[src/rtl/uart_tx_port_if.sv]
// rtl/uart_tx_port_if.sv - processor-side bus bundle for the serial transmit port
//
// Signals:
//   WriteEnable  store strobe to the TX port address (processor -> port)
//   WriteData    byte to enqueue, store data bits [7:0] (processor -> port)
//   Tx           registered serial line, idles high (port -> line)
//   Busy         a frame is in progress
//   Full/Empty   FIFO occupancy flags
//   Count        FIFO occupancy, $clog2(FIFO_DEPTH)+1 bits
//   Overflow     sticky, a write was dropped because the FIFO was full
// Modports: master = processor side, slave = the transmit port.
interface uart_tx_port_if #(
    parameter int FIFO_DEPTH = 4
);
    localparam int CW = $clog2(FIFO_DEPTH) + 1;

    logic          WriteEnable;
    logic [7:0]    WriteData;
    logic          Tx;
    logic          Busy;
    logic          Full;
    logic          Empty;
    logic [CW-1:0] Count;
    logic          Overflow;

    modport master (
        output WriteEnable, WriteData,
        input  Tx, Busy, Full, Empty, Count, Overflow
    );

    modport slave (
        input  WriteEnable, WriteData,
        output Tx, Busy, Full, Empty, Count, Overflow
    );
endinterface

[src/rtl/uart_tx_port.sv]
// rtl/uart_tx_port.sv - byte FIFO plus 8N1 serializer for the processor output port
//
// Ports:
//   clk    system clock, rising edge
//   reset  asynchronous, active-high; flushes FIFO, aborts any frame, Tx high
//   port   uart_tx_port_if.slave (WriteEnable/WriteData in; Tx, Busy, Full,
//          Empty, Count, Overflow out)
// Parameters:
//   CLKS_PER_BIT  clock cycles per serial bit (>= 2)
//   FIFO_DEPTH    FIFO entries (power of two, >= 2)
module uart_tx_port #(
    parameter int CLKS_PER_BIT = 16,
    parameter int FIFO_DEPTH   = 4
) (
    input  logic            clk,
    input  logic            reset,
    uart_tx_port_if.slave   port
);
    localparam int AW = $clog2(FIFO_DEPTH);
    localparam int CW = AW + 1;
    localparam int BW = (CLKS_PER_BIT > 2) ? $clog2(CLKS_PER_BIT) : 1;
    localparam logic [BW-1:0] BAUD_LAST  = BW'(CLKS_PER_BIT - 1);
    localparam logic [CW-1:0] COUNT_FULL = CW'(FIFO_DEPTH);

    typedef enum logic [1:0] {
        IDLE  = 2'd0,
        START = 2'd1,
        DATA  = 2'd2,
        STOP  = 2'd3
    } state_t;

    state_t        state_q, state_d;
    logic [BW-1:0] baud_q, baud_d;
    logic [2:0]    bit_idx_q, bit_idx_d;
    logic [7:0]    shift_q, shift_d;
    logic          tx_q, tx_d;
    logic          busy_q, busy_d;
    logic          overflow_q, overflow_d;
    logic [AW-1:0] rd_ptr_q, rd_ptr_d;
    logic [AW-1:0] wr_ptr_q, wr_ptr_d;
    logic [CW-1:0] count_q, count_d;
    logic [7:0]    mem_q [FIFO_DEPTH];

    logic full, empty, push, pop, baud_last;
    logic [7:0] head;

    assign full      = (count_q == COUNT_FULL);
    assign empty     = (count_q == '0);
    assign head      = mem_q[rd_ptr_q];
    assign baud_last = (baud_q == BAUD_LAST);

    always_comb begin
        state_d   = state_q;
        baud_d    = baud_q;
        bit_idx_d = bit_idx_q;
        shift_d   = shift_q;
        tx_d      = tx_q;
        pop       = 1'b0;

        // Full is taken from the registered count, so a write that meets a
        // full FIFO is dropped even if this same cycle pops an entry.
        push       = port.WriteEnable && !full;
        overflow_d = overflow_q | (port.WriteEnable & full);

        // tx_d is the line level for the state being entered, so Tx changes
        // on the same edge as the state/bit it belongs to.
        case (state_q)
            IDLE: begin
                tx_d = 1'b1;
                if (!empty) begin
                    pop       = 1'b1;
                    shift_d   = head;
                    bit_idx_d = '0;
                    baud_d    = '0;
                    state_d   = START;
                    tx_d      = 1'b0;
                end
            end
            START: begin
                if (baud_last) begin
                    baud_d    = '0;
                    bit_idx_d = '0;
                    state_d   = DATA;
                    tx_d      = shift_q[0];
                end else begin
                    baud_d = baud_q + 1'b1;
                    tx_d   = 1'b0;
                end
            end
            DATA: begin
                if (baud_last) begin
                    baud_d  = '0;
                    shift_d = {1'b0, shift_q[7:1]};
                    if (bit_idx_q == 3'd7) begin
                        state_d = STOP;
                        tx_d    = 1'b1;
                    end else begin
                        bit_idx_d = bit_idx_q + 3'd1;
                        tx_d      = shift_q[1];
                    end
                end else begin
                    baud_d = baud_q + 1'b1;
                    tx_d   = shift_q[0];
                end
            end
            STOP: begin
                tx_d = 1'b1;
                if (baud_last) begin
                    baud_d = '0;
                    // Chain straight into the next start bit when data waits.
                    if (!empty) begin
                        pop       = 1'b1;
                        shift_d   = head;
                        bit_idx_d = '0;
                        state_d   = START;
                        tx_d      = 1'b0;
                    end else begin
                        state_d = IDLE;
                    end
                end else begin
                    baud_d = baud_q + 1'b1;
                end
            end
            default: begin
                state_d = IDLE;
                tx_d    = 1'b1;
            end
        endcase

        busy_d   = (state_d != IDLE);
        rd_ptr_d = pop  ? rd_ptr_q + 1'b1 : rd_ptr_q;
        wr_ptr_d = push ? wr_ptr_q + 1'b1 : wr_ptr_q;
        count_d  = count_q;
        if (push && !pop) begin
            count_d = count_q + 1'b1;
        end else if (pop && !push) begin
            count_d = count_q - 1'b1;
        end
    end

    always_ff @(posedge clk or posedge reset) begin
        if (reset) begin
            state_q    <= IDLE;
            baud_q     <= '0;
            bit_idx_q  <= '0;
            shift_q    <= '0;
            tx_q       <= 1'b1;
            busy_q     <= 1'b0;
            overflow_q <= 1'b0;
            rd_ptr_q   <= '0;
            wr_ptr_q   <= '0;
            count_q    <= '0;
            for (int i = 0; i < FIFO_DEPTH; i++) begin
                mem_q[i] <= '0;
            end
        end else begin
            state_q    <= state_d;
            baud_q     <= baud_d;
            bit_idx_q  <= bit_idx_d;
            shift_q    <= shift_d;
            tx_q       <= tx_d;
            busy_q     <= busy_d;
            overflow_q <= overflow_d;
            rd_ptr_q   <= rd_ptr_d;
            wr_ptr_q   <= wr_ptr_d;
            count_q    <= count_d;
            if (push) begin
                mem_q[wr_ptr_q] <= port.WriteData;
            end
        end
    end

    assign port.Tx       = tx_q;
    assign port.Busy     = busy_q;
    assign port.Full     = full;
    assign port.Empty    = empty;
    assign port.Count    = count_q;
    assign port.Overflow = overflow_q;
endmodule

[src/flat_wrapper.sv]
// flat-port wrapper written by rule: the top's interface ports become plain ports
module uart_tx_port_flat 
#(
    parameter int CLKS_PER_BIT = 16,
    parameter int FIFO_DEPTH   = 4
)
  (clk, reset, port_WriteEnable, port_WriteData, port_Tx, port_Busy, port_Full, port_Empty, port_Count, port_Overflow);
  uart_tx_port_if #(.FIFO_DEPTH(FIFO_DEPTH)) port_i ();
  input  logic clk;
  input  logic reset;
  input wire logic [$bits(port_i.WriteEnable)-1:0] port_WriteEnable;
  input wire logic [$bits(port_i.WriteData)-1:0] port_WriteData;
  output wire logic [$bits(port_i.Tx)-1:0] port_Tx;
  output wire logic [$bits(port_i.Busy)-1:0] port_Busy;
  output wire logic [$bits(port_i.Full)-1:0] port_Full;
  output wire logic [$bits(port_i.Empty)-1:0] port_Empty;
  output wire logic [$bits(port_i.Count)-1:0] port_Count;
  output wire logic [$bits(port_i.Overflow)-1:0] port_Overflow;
  assign port_i.WriteEnable = port_WriteEnable;
  assign port_i.WriteData = port_WriteData;
  assign port_Tx = port_i.Tx;
  assign port_Busy = port_i.Busy;
  assign port_Full = port_i.Full;
  assign port_Empty = port_i.Empty;
  assign port_Count = port_i.Count;
  assign port_Overflow = port_i.Overflow;
  uart_tx_port #(.CLKS_PER_BIT(CLKS_PER_BIT), .FIFO_DEPTH(FIFO_DEPTH)) u_core (.clk(clk), .reset(reset), .port(port_i));
endmodule
[config.mk]
export PLATFORM = sky130hd
export DESIGN_NAME = uart_tx_port_flat
export DESIGN_NICKNAME = d
export VERILOG_FILES = /design/src/rtl/uart_tx_port_if.sv /design/src/rtl/uart_tx_port.sv /design/src/flat_wrapper.sv
export SDC_FILE = /design/constraint.sdc
export NUM_CORES = 1
export LEC_CHECK = 0
export BUFFER_PORTS_ARGS = -buffer_cell sky130_fd_sc_hd__buf_2
export CORE_MARGIN = 3
export CORE_UTILIZATION = 60
export CTS_CLUSTER_DIAMETER = 30
export DETAILED_ROUTE_END_ITERATION = 8
export PLACE_DENSITY = 0.89
export SETUP_SLACK_MARGIN = 0.15
export SYNTH_ARGS = -nofsm -noshare
export SYNTH_HDL_FRONTEND = slang
export SYNTH_SLANG_ARGS = --single-unit
export TNS_END_PERCENT = 5
[constraint.sdc]
create_clock -name clk -period 2.4 [get_ports clk]
set_input_delay 0.48 -clock clk [delete_from_list [all_inputs] [get_ports clk]]
set_output_delay 0.48 -clock clk [all_outputs]
set_load 0.005 [all_outputs]
* Yosys cells after proc, flatten, opt, wreduce, memory -nomap -nowiden *
Cells that the tools add are included.

operators by class
  add/sub/neg operators = 6
  multiplexer cells = 37
  reductions and logical operators = 15
  magnitude comparators = 3
  bitwise gates (word level) = 4
  equal/unequal tests = 11

operators by type and width
  operator                                                                 number
  8-bit 2-to-1 mux                                                         6
  32-bit bitwise mux                                                       1
  8-bit one-hot mux with 3 select lines                                    1
  3-bit 2-to-1 mux                                                         7
  8-bit binary-select mux with 2-bit select                                1
  8-bit demux with 2-bit select                                            1
  3-bit one-hot mux with 4 select lines                                    1
  2-bit 2-to-1 mux                                                         5
  1-bit 2-to-1 mux                                                         8
  4-bit 2-to-1 mux                                                         2
  2-bit one-hot mux with 4 select lines                                    1
  4-bit one-hot mux with 2 select lines                                    1
  3-bit by 1-bit adder with 3-bit output, second input constant            2
  3-bit == test, second input constant                                     2
  3-bit >= comparator, second input constant                               2
  2-bit by 1-bit inequality test with 1-bit output, second input constant  3
  2-bit inverter with 3-bit output                                         2
  2-bit by 1-bit adder with 2-bit output, second input constant            2
  4-bit by 1-bit adder with 4-bit output, second input constant            1
  2-bit == test, second input constant                                     2
  4-bit == test, second input constant                                     1
  1-bit logical AND                                                        4
  2-bit inequality test, second input constant                             2
  1-bit one-hot mux with 4 select lines                                    1
  14 further kinds                                                         17

storage, ports and cells
  bits of input ports = 11
  logic and storage cells = 90
  bits in registers = 59
  output and inout bits = 8

* Logic depth before layout (Yosys ltp) *
Gate-level depths: netlist (run 1).

  depth in word-level cells = 7
  mapped depth = 11
  depth with buffers taken out = 11

* Worst setup path after synthesis (run 1) *
OpenSTA, ideal clock, no wires.

  path type = register to register
  from = register u_core.state_q[0]
  to = register u_core.count_q[1], in the netlist u_core.port.Count[1]
  arrival time = 2.076 ns
  buffers on the path = 0
  clock period less this slack = 2.201 ns
  setup time = 0.125 ns
  stages on the path, launching flop included = 9
  required time = 2.275 ns
  slack = 0.199 ns
  cell sequence = dfrtp_1 > inv_1 > ha_1 > nor3_1 > inv_1 > ha_1 > inv_1 > fa_1 > mux2_2

between the ends
  longest elaborated chain between the ends = 5
  elaborated cells between the ends (all ways) = 8
  classes of those cells = eq/ne (1); mux (2); reduce/logical (5)

ends and longest elaborated chain
  element                                             RTL line             source
  start, declared                                     uart_tx_port.sv:32   state_t state_q, state_d;
  start signal, assigned                              uart_tx_port.sv:157  state_q <= state_d;
  2-bit == test or 2-bit logical NOT (tied branches)  uart_tx_port.sv:67   case (state_q)
  1-bit one-hot mux with 2 select lines (*)           uart_tx_port.sv:67
  1-bit logical NOT (*)                               uart_tx_port.sv:134  if (push && !pop) begin
  1-bit logical AND (*)                               uart_tx_port.sv:134
  3-bit 2-to-1 mux (*)                                uart_tx_port.sv:134
  via u_core.count_d[1]                               uart_tx_port.sv:41   logic [CW-1:0] count_q, count_d;
  end signal, assigned                                uart_tx_port.sv:166  count_q <= count_d;
  end, declared                                       uart_tx_port.sv:41

Mark *: on every way through the listed nets, which the timed path passes. The rest lies on a longest branch.
A chain may end at the register's enable or synchronous reset.

* Final worst setup path (run 1) *
Ends and elaborated chain as after synthesis.

==> impl_metrics.csv, run 1 <==
group,metric,value,unit
synth,ys_warn_count,0,
floorplan,die_area,5620,sq um
critical_path,r2r-start,"u_core.state_q[0]",
routing,drtIter0Drc,193,
timing,rsz0062_at_grt,"yes",
clock_tree,clock_path_buffers,2,
synth,synthTopCellsByArea,"dfrtp_1, mux2_2, mux4_2, ha_1, nand2_1",
routing,wl,5.68,mm
critical_path,startpoint,"u_core.state_q[0]",
floorplan,die_height,75.0,um
floorplan,core_area,4470,sq um
pwr,p_per_area,1400,nW/um^2
synth,synth-edff-count,0,
routing,firstDrtPassIters,4,
timing,hold_violations,0,
critical_path,crit_arrival,2380,ps
synth,ys_types,43,
clock_tree,cts_buffers,9,
routing,vias,1925,
timing,maxSlewViolCount,0,
final_layout,fin_area,3380,sq um
hold_path,worstHoldPathType,"in2async",
final_layout,fin_util,75.6,%
synth,synth-main-ff-cell,"dfrtp_1",
outcome,outcome,"finished clean",
global_routing,grt_max_degree,36,
timing,relSlewSlack,54.1,%
placed_design,gp_congestion,0.822,
final_layout,area_growth,18.5,%
timing,fin_tns_setup,0,ps
synth,synth.most_common_cell,"dfrtp_1",
timing,worst_pin_slew,682,ps
timing,setup_viol,0,
clock_tree,holdBufCountCts,0,
global_routing,grt_usage,22.4,%
synth,synthTopCellsByCount,"dfrtp_1, mux2_2, nand2_1, nor2_1, ha_1",
clock_tree,insertion_delay,340,ps
timing,fmax,0.464,GHz
synth,seq_area_frac_synth,51.8,%
routing,routed-wl-met3,234,um
clock_tree,clk_pin_slew,70,ps
routing,via_per_inst,6.00,
floorplan,io_pins,19,
critical_path,reg2regPathDepth,8,
placed_design,port_buffers,18,
critical_path,endpoint_kind,"register",
job,drv_cap,0,
placed_design,place_area,3060,sq um
critical_path,startpoint_type,"register",
floorplan,rows,24,
routing,postRouteAntennaNets,0,
final_layout,drive_above_1_share,39.4,%
final_layout,nets,289,
placed_design,dpl.hpwl,3.77,mm
critical_path,cp_data_required_time,2630,ps
global_routing,grt_first_pass_wirelength,9.13,mm
synth,synth.top_cell.area_share,50.9,%
synth,netlist_area,2850,sq um
pwr,leakagePower,1.52,nW
critical_path,rrSetupSlack,240,ps
timing,final.setup_skew,5.39,ps
clock_tree,cts_tree,"yes",
floorplan,initial_core_util,63.8,%
synth,syn_nets,254,
floorplan,die_w,75.0,um
final_layout,diodes,0,
routing,drc,0,
routing,met1_length,2.41,mm
routing,highest_layer,"met4",
synth,synth-seq-cells,59,
pwr,ir_worst_vdd,0.000846,V
critical_path,path_class,"reg2reg",
critical_path,r2r-end,"u_core.port.Count[1]",
critical_path,crit_end,"u_core.port.Count[1]",
synth,synth_top_area_cell,"dfrtp_1",
global_routing,antenna_found_initial,0,
timing,holdWs,182,ps
timing,finalCritPeriodShare,89.8,%
global_routing,grt_pass1_vias,1913,
pwr,power.total,0.00475,W
routing,dr_wl_met2,2.88,mm
critical_path,critPathMaxFanout,4,
global_routing,grt_overflow,0,
clock_tree,clock_sinks,59,
synth,syn_inst,229,
synth,synthArstFlopShare,100,%
timing,period_needed,2160,ps
clock_tree,cts_max_level,3,
synth,avgSynthCellArea,12.5,sq um
clock_tree,cts_root_buf,"clkbuf_8",
routing,routedWlPerCell,17.7,um
-- sequential cells by signal, summed over array words and instances (netlist names) --
| register | count |
|---|---|
| u_core.shift_q | 8 |
| u_core.bit_idx_q | 3 |
| u_core.port.Count | 3 |
| u_core.wr_ptr_q | 2 |
| u_core.port.Busy | 1 |
| u_core.port.Tx | 1 |
| u_core.port.Overflow | 1 |
| u_core.state_q | 2 |
| u_core.baud_q | 4 |
| u_core.mem_q | 32 |
| u_core.rd_ptr_q | 2 |
-- metrics by stage --
stage	setup WS (ps)	instances
final	244	321
after global routing	112	321
after CTS	166	318
after detailed placement	96.6	302
after global placement	190	302
after floorplan	199	229
-- cell type report --
class                      count  area (sq um)
clock buffer                   9           124
timing repair buffer          31           200
sequential                    59          1480
clock inverter                 7           116
tap                           52          65.1
multi-input combinational    154          1360
inverter                       9          36.3
fill                         270          1090
-- worst max-delay path: stages (launching register included) --
cell and delay, ps:
dfrtp_2 460, inv_2 120, ha_4 230, nor3_4 200, inv_1 60, ha_1 220, inv_1 70, fa_1 410
mux2_2 270
-- cells in the final DEF, fill, tap and decap left out, types with 8 or more instances in the layout --
master    instances
buf_4            12
buf_2            18
dfrtp_1          57
o21ai_0           9
nand2_1          27
a31oi_1           8
ha_1             10
clkbuf_8          9
mux2_2           35
mux4_2            8
nor2_1           18
-- where the power goes --
| group | internal (W) | switching (W) |
|---|---|---|
| clock network | 0.000687 | 0.000400 |
| logic | 0.00103 | 0.000809 |
| registers | 0.00148 | 0.000347 |
-- worst min path at each step --
stage | endpoint | slack [ps]
global placement | u_core.port.Overflow | 440
finish | u_core.baud_q[2] | 180
CTS | u_core.port.Count[0] | 200
floorplan | u_core.port.Overflow | 450
global route | u_core.baud_q[3] | 220
detailed placement | u_core.port.Overflow | 440
-- kinds of logic (layout without fill, tap and decap cells) --
group | Yosys count | after routing | synth area share [%]
xor gates and xnor gates | 6 | 6 | 1.84
buffers and inverters | 16 | 56 | 2.67
adders and majority gates | 14 | 14 | 6.40
muxes | 43 | 43 | 20.1
DFF | 59 | 59 | 51.8
and+or+nand+nor | 57 | 57 | 8.55
AOI/OAI and AO/OA | 34 | 34 | 8.64
-- repair_timing --
| item | CTS | global route |
|---|---|---|
| setup buffers | 0 | 3 |
| setup endpoints to repair | 1 | 2 |
| resized for setup | 1 | 11 |
| pin swaps | 1 | 3 |
| gates cloned | 0 | 0 |
-- per-layer routing --
layer / vias up / global-route usage [%]
li1: 891 / -
met5: - / 0
met4: 0 / 9.49
met1: 974 / 27.1
met3: 15 / 6.54
met2: 45 / 37.4
No activity file was read; power rests on OpenSTA's default activity.
==> run 2: changes to the inputs <==
CTS_BUF_LIST = sky130_fd_sc_hd__clkbuf_16   (was default)
GPL_TIMING_DRIVEN = 0   (was default)
==> impl_metrics.csv, run 2 (same netlist as run 1, synthesis figures left out) <==
group,metric,value,unit
outcome,outcome,"finished clean",
routing,postRouteAntennaNets,0,
timing,fin_tns_setup,0,ps
routing,drc,0,
clock_tree,cts_buffers,9,
timing,setup_slack,255,ps
critical_path,cp_data_required_time,2650,ps
timing,setup_viol,0,
routing,wl,5.78,mm
pwr,ir_worst_vdd,0.000768,V
final_layout,drive_above_1_share,40.7,%
critical_path,cp_cell_sequence,"or3_4 -> buf_6 -> inv_8 -> nor3_4 -> inv_1 -> ha_2 -> inv_2 -> fa_2 -> xor2_1 -> nor2_1 -> xor2_1",
clock_tree,cts_tree,"yes",
timing,fmax,0.466,GHz
floorplan,die_height,75.0,um
timing,hold_violations,0,
placed_design,place_area,3030,sq um
floorplan,die_w,75.0,um
placed_design,place_ws,-48.8,ps
global_routing,grt_first_pass_wirelength,9.72,mm
floorplan,die_area,5620,sq um
clock_tree,cts_root_buf,"clkbuf_16",
critical_path,endpoint_kind,"register",
final_layout,final_common_cell,"dfrtp_1",
final_layout,fillers,262,
timing,final.setup_skew,4.21,ps
clock_tree,clock_path_buffers,2,
final_layout,nets,293,
timing,maxSlewViolCount,0,
global_routing,grt_overflow,0,
floorplan,core_area,4470,sq um
critical_path,critPathMaxFanout,4,
global_routing,grt_pass1_vias,2044,
hold_path,worstHoldPathType,"in2async",
critical_path,cpPeakStageDelay,400,ps
clock_tree,clock_sinks,59,
timing,period_needed,2150,ps
critical_path,startpoint_type,"register",
final_layout,area_growth,20.6,%
timing,relSlewSlack,40.9,%
pwr,power.total,0.00488,W
critical_path,path_common_cell,"xor2_1",
critical_path,cp_num_buf_inv,4,
routing,routedWlPerCell,17.8,um
floorplan,rows,24,
global_routing,grt_usage,23.8,%
placed_design,gp_congestion,0.908,
floorplan,io_pins,19,
final_layout,fin_area,3440,sq um
routing,via_per_inst,5.92,
global_routing,grt_max_degree,41,
final_layout,largest_reg_flops,32,
critical_path,critPathTopFamily,"simple AND/OR/NAND/NOR gates",
placed_design,dpl.hpwl,3.75,mm
pwr,p_per_area,1420,nW/um^2
placed_design,port_buffers,18,
global_routing,antenna_found_initial,0,
routing,vias,1925,
routing,firstDrtPassIters,5,
clock_tree,insertion_delay,330,ps
clock_tree,holdBufCountCts,0,
job,drv_cap,0,
final_layout,regMostFlops,"u_core.mem_q",
critical_path,crit_path_top_delay_cell,"dfrtp_2",
clock_tree,clk_pin_slew,60,ps
final_layout,diodes,0,
timing,worst_pin_slew,874,ps
critical_path,path_class,"reg2reg",
timing,finalCritPeriodShare,89.4,%
routing,drtIter0Drc,78,
critical_path,crit_arrival,2390,ps
timing,holdWs,158,ps
timing,rsz0062_at_grt,"yes",
clock_tree,cts_max_level,3,
final_layout,top_regs,"u_core.mem_q: 32 flops, u_core.shift_q: 8 flops, u_core.baud_q: 4 flops",
floorplan,initial_core_util,63.8,%
pwr,leakagePower,1.52,nW
final_layout,layout_common_cells,"dfrtp_1, mux2_2, nand2_1, buf_2, nor2_1",
-- run 2: changes by cell type in the layout (fill, tap and decap cells not counted), moves of 3 or more --
| cell | previous run | this run |
|---|---|---|
| buf_4 | 12 | 9 |
| bufinv_16 | 3 | 0 |
| clkbuf_1 | 0 | 3 |
| clkbuf_16 | 0 | 9 |
| clkbuf_8 | 9 | 0 |
| clkinvlp_4 | 1 | 4 |
-- run 2: cell type report --
cell class / count / area [sq um] / share of cell area (%)
clock buffer: 9 / 225 / 6.54
multi-input combinational: 154 / 1360 / 39.4
inverter: 9 / 41.3 / 1.20
timing repair buffer: 28 / 178 / 5.16
tap: 52 / 65.1 / 1.89
sequential: 59 / 1480 / 43.0
clock inverter: 7 / 52.6 / 1.53
buffer: 7 / 43.8 / 1.27
-- run 2: routing by layer --
metal	track usage (%)	wire [um]	vias to the layer above	part of all wire [%]
met5	0	0	-	0
li1	-	-	899	-
met3	5.07	159	16	2.8
met2	39.1	3010	42	52
met4	13.0	148	0	2.6
met1	29.3	2460	968	43
-- run 2: power by group --
part | internal [W] | leakage, nW | switching (W)
sequential | 0.00148 | 0.701 | 0.000278
combinational | 0.00106 | 0.698 | 0.000878
clock | 0.000702 | 0.124 | 0.000476
total | 0.00324 | 1.52 | 0.00163
-- run 2: timing repair --
item / in CTS / in global routing
endpoints found under the setup margin: 2 / 2
setup buffers: 4 / 5
pin swaps: 1 / 4
gates resized for setup: 5 / 13
gates cloned: 0 / 0
-- run 2: final timing paths --
| path | depth (start not counted) | startpoint | to | slack, ps |
|---|---|---|---|---|
| min in group clk | 2 | port_WriteEnable | u_core.port.Overflow | 370 |
| max in group asynchronous | 3 | reset | u_core.port.Count[0] | 1680 |
| setup reg to reg | 11 | u_core.port.Count[0] | u_core.port.Count[2] | 250 |
| hold reg to reg | 1 | u_core.port.Overflow | u_core.port.Overflow | 450 |
| hold / removal | 2 | reset | u_core.port.Busy | 160 |
| setup / recovery | 11 | u_core.port.Count[0] | u_core.port.Count[2] | 250 |
-- run 2: metrics by stage --
step	utilization [%]	cells
2_1_floorplan	-	229
3_3_place_gp	67.3	299
3_5_place_dp	67.7	300
4_1_cts	75.1	320
5_1_grt	77.0	325
6_report	77.0	325
